$ cat config.mk
export PLATFORM = sky130hd
export DESIGN_NAME = counter_en
export DESIGN_NICKNAME = d
export VERILOG_FILES = /design/src/rtl/counter_en.sv
export SDC_FILE = /design/constraint.sdc
export NUM_CORES = 1
export LEC_CHECK = 0
export CAP_MARGIN = 20
export CORE_AREA = 2 2 39 41
export CTS_BUF_LIST = sky130_fd_sc_hd__clkbuf_4 sky130_fd_sc_hd__clkbuf_8
export CTS_CLUSTER_DIAMETER = 100
export CTS_CLUSTER_SIZE = 8
export DETAILED_ROUTE_END_ITERATION = 10
export DIE_AREA = 0 0 41 43
export PLACE_DENSITY_LB_ADDON = 0.25
export SLEW_MARGIN = 10
export SYNTH_ARGS = -nofsm -noshare
export SYNTH_HDL_FRONTEND = slang
export SYNTH_SLANG_ARGS = --single-unit
$ cat constraint.sdc
create_clock -name clk -period 3 [get_ports clk]
set_clock_uncertainty 0.1 [all_clocks]
set_input_delay 0.3 -clock clk [delete_from_list [all_inputs] [get_ports clk]]
set_output_delay 0.3 -clock clk [all_outputs]
set_load 0.05 [all_outputs]
$ cat src/rtl/counter_en.sv
// counter_en: modulo-(MAX_VAL+1) up-counter with enable, sync clear, tc and wrap pulse.
// Define COUNTER_EN_LOAD_EN to add a saturating parallel load (priority clr > load > en).
module counter_en #(
   parameter int unsigned      WIDTH   = 4,
   parameter logic [WIDTH-1:0] MAX_VAL = {WIDTH{1'b1}}
) (
   input  logic             clk,
   input  logic             rst_n,
   input  logic             en,
   input  logic             clr,
`ifdef COUNTER_EN_LOAD_EN
   input  logic             load,
   input  logic [WIDTH-1:0] load_val,
`endif
   output logic [WIDTH-1:0] count,
   output logic             tc,
   output logic             wrap
);
   logic [WIDTH-1:0] count_q, count_d, ld_val;
   logic             wrap_q, wrap_d, ld, at_max;
`ifdef COUNTER_EN_LOAD_EN
   assign ld     = load;
   assign ld_val = load_val > MAX_VAL ? MAX_VAL : load_val;
`else
   assign ld     = 1'b0;
   assign ld_val = '0;
`endif
   assign at_max = count_q == MAX_VAL;
   always_comb begin
      count_d = clr ? '0 : ld ? ld_val : en ? (at_max ? '0 : count_q + 1'b1) : count_q;
      wrap_d  = ~clr & ~ld & en & at_max;
   end
   always_ff @(posedge clk or negedge rst_n) begin
      if (!rst_n) begin
         count_q <= '0;
         wrap_q  <= 1'b0;
      end else begin
         count_q <= count_d;
         wrap_q  <= wrap_d;
      end
   end
   assign count = count_q;
   assign wrap  = wrap_q;
   assign tc    = en & at_max & ~clr & ~ld;
endmodule

==> out/results.ini <==
[run_status]
status = complete, no violations

[drt]
ant_nets = 0
vias = 212
wl_um = 515
post_drt_wl_per_cell_um = 9.72
drt_first_pass_iters = 4
top_layer = met3
met2WireLength_um = 206
route.detailed.drc = 0
met1_length_um = 240
routed-wl-met3_um = 68
drt_iter0_drc = 1
vias_per_cell = 4.00

[flow_run]
maxCapViolCount = 0

[floorplanning]
core_area_mm2 = 0.00138
num_rows = 14
io_pins = 10
die_w_um = 41
die_h_um = 43
die-area_mm2 = 0.00176
start_util_pct = 17.1

[final_layout]
fill_cells = 149
nNetsFinal = 43
drive_gt1_share_pct = 13.5
final_core_utilization_pct = 27.2
layout_commonest_cell = clkdlybuf4s50_1
layout_common_cells = clkdlybuf4s50_1, dfrtp_1, clkbuf_4, nand2_1, a21oi_1
syn_to_final_growth_pct = 59.3
final_cell_area_um2 = 377
n_antenna_cell = 0

[timing]
timing.final.crit_period_ns = 2.38
finalCritPeriodShare_pct = 79.3
maxSlewHeadroom_pct = 67.1
setup_tns_ns = 0
postLayoutSetupSlackWorst_ns = 0.620
rsz0062_at_grt = no
setup_viol = 0
hold_viol_final = 0
slew_violations = 0
worst_pin_slew_ns = 0.493
fmax_mhz = 420
hold_ws_ns = 0.186

[setup_path]
cp_slowest_stage_delay_ns = 0.83
cp_slowest_cell = clkdlybuf4s50_1
setup.worst_path.end_class = output port
cp.arrival_ns = 1.98
crit_top_cell = clkdlybuf4s50_1
crit_type = in -> out
critPathMaxFanout = 5
start_kind = primary input
cp_cell_sequence = clkdlybuf4s50_1, nand2_2, nor3_1, clkdlybuf4s50_1
critPathRequiredTime_ns = 2.60

[cts]
cts.clk_slew.worst_paths_ns = 0.04
numClockSinks = 5
post_cts_buffers = 0
cts.hold.buffers_added = 0
numCtsBuffers = 3
cts.path.max_buffers = 2
insertion_delay_ns = 0.24
cts-root-buf = clkbuf_4
cts_max_level = 1
cts-resized-gates = 0
cts_tree = built

[yosys]
synth_area_um2 = 236
synthesis.instances = 24
synth_seq_cells = 5
yosys-top-cells-area = dfrtp_1, a21oi_1, ha_1
syn_avg_cell_area_um2 = 9.85
synth_nets = 29
synth_cell_types = 14
synth_largest_area_cell = dfrtp_1
synth_top_area_share_pct = 52.9
seq_area_frac_synth_pct = 52.9
ys_warn_count = 0

[pwr]
intPower_uw = 139
clkPwrFrac_pct = 47.4
ir_drop_uv = 240
p_leak_nw = 0.153
p_sw_share_pct = 24.6
power.switching_uw = 45.4
pwr-share-seq_pct = 39.3
combPwrFrac_pct = 13.3
power_density_mw_per_mm2 = 490

[placed_design]
port_buffers = 9
hpwl_um = 381
place_area_um2 = 347
place_ws_ns = 0.619
gp_congestion = 0.784

[global_routing]
grt_max_degree = 7
track_usage_pct = 7.36
grt_pass1_vias = 184
antenna_found_initial = 0
grt-ovfl-total = 0
grt_first_pass_wirelength_um = 793

[min_path]
hold_class = in -> async

==> state kept, by name, summed over array words and instances, names as in the netlist <==
register	count
count	4
wrap	1
==> cell usage after synthesis <==
cell type	number
nand3_1	1
nor3_1	2
dfrtp_1	5
nand3b_1	1
o21ai_0	1
or3_1	1
a21oi_1	3
mux2i_1	1
nand2b_1	1
ha_1	1
nor2_1	2
nand2_2	1
nand2_1	3
xor2_1	1
==> metal layers <==
metal / up-vias / track usage, %
met5: - / 0
met2: 10 / 9.06
met1: 92 / 8.47
li1: 110 / -
met4: 0 / 0
met3: 0 / 9.42
==> final cells by class <==
class / instances / area [um2] / share of cell area, %
sequential: 5 / 125 / 33.2
multi-input combinational: 19 / 111 / 29.6
timing repair buffer: 9 / 90.1 / 23.9
clock buffer: 4 / 30.0 / 7.97
tap: 16 / 20.0 / 5.32
==> cells by family (layout without fill, tap and decap cells) <==
logic type,Yosys count,in the layout,share of synthesized area (%)
compound gates,4,4,8.46
fa+ha+maj,1,1,5.29
flops,5,5,52.9
buf+inv,0,13,0
simple gates,12,12,25.4
xor+xnor,1,1,3.70
mux,1,1,4.23
==> worst max-delay path: cells and delay by family <==
kind	cells	cell delay, ns
buffers and inverters	2	1.39
AND/OR/NAND/NOR	2	0.29
==> metrics by stage <==
step / std cells / power (mW)
2_1_floorplan: 24 / 0.0856
3_3_place_gp: 49 / 0.0983
3_5_place_dp: 49 / 0.0983
4_1_cts: 53 / 0.190
5_1_grt: 53 / 0.198
6_report: 53 / 0.185
==> path summary, 6_finish.rpt <==
| path | startpoint | endpoint | slack, ns | cells past startpoint |
|---|---|---|---|---|
| setup / recovery | en | tc | 0.62 | 4 |
| hold / removal | rst_n | wrap | 0.19 | 1 |
| setup reg to reg | count[0] | count[3] | 1.80 | 4 |
| hold reg to reg | count[3] | wrap | 0.47 | 2 |
| max in group asynchronous | rst_n | count[0] | 2.41 | 1 |
| min in group clk | count[3] | wrap | 0.47 | 2 |
==> power by group through the flow <==
stage	registers, mW	logic, mW	clock network [mW]
6_report	0.0726	0.0245	0.0875
4_1_cts	0.0726	0.0249	0.0923
3_5_place_dp	0.0736	0.0247	0
2_1_floorplan	0.0805	0.00511	0
3_3_place_gp	0.0735	0.0247	0
5_1_grt	0.0729	0.0268	0.0980
Power figures use the tool's default switching activity.
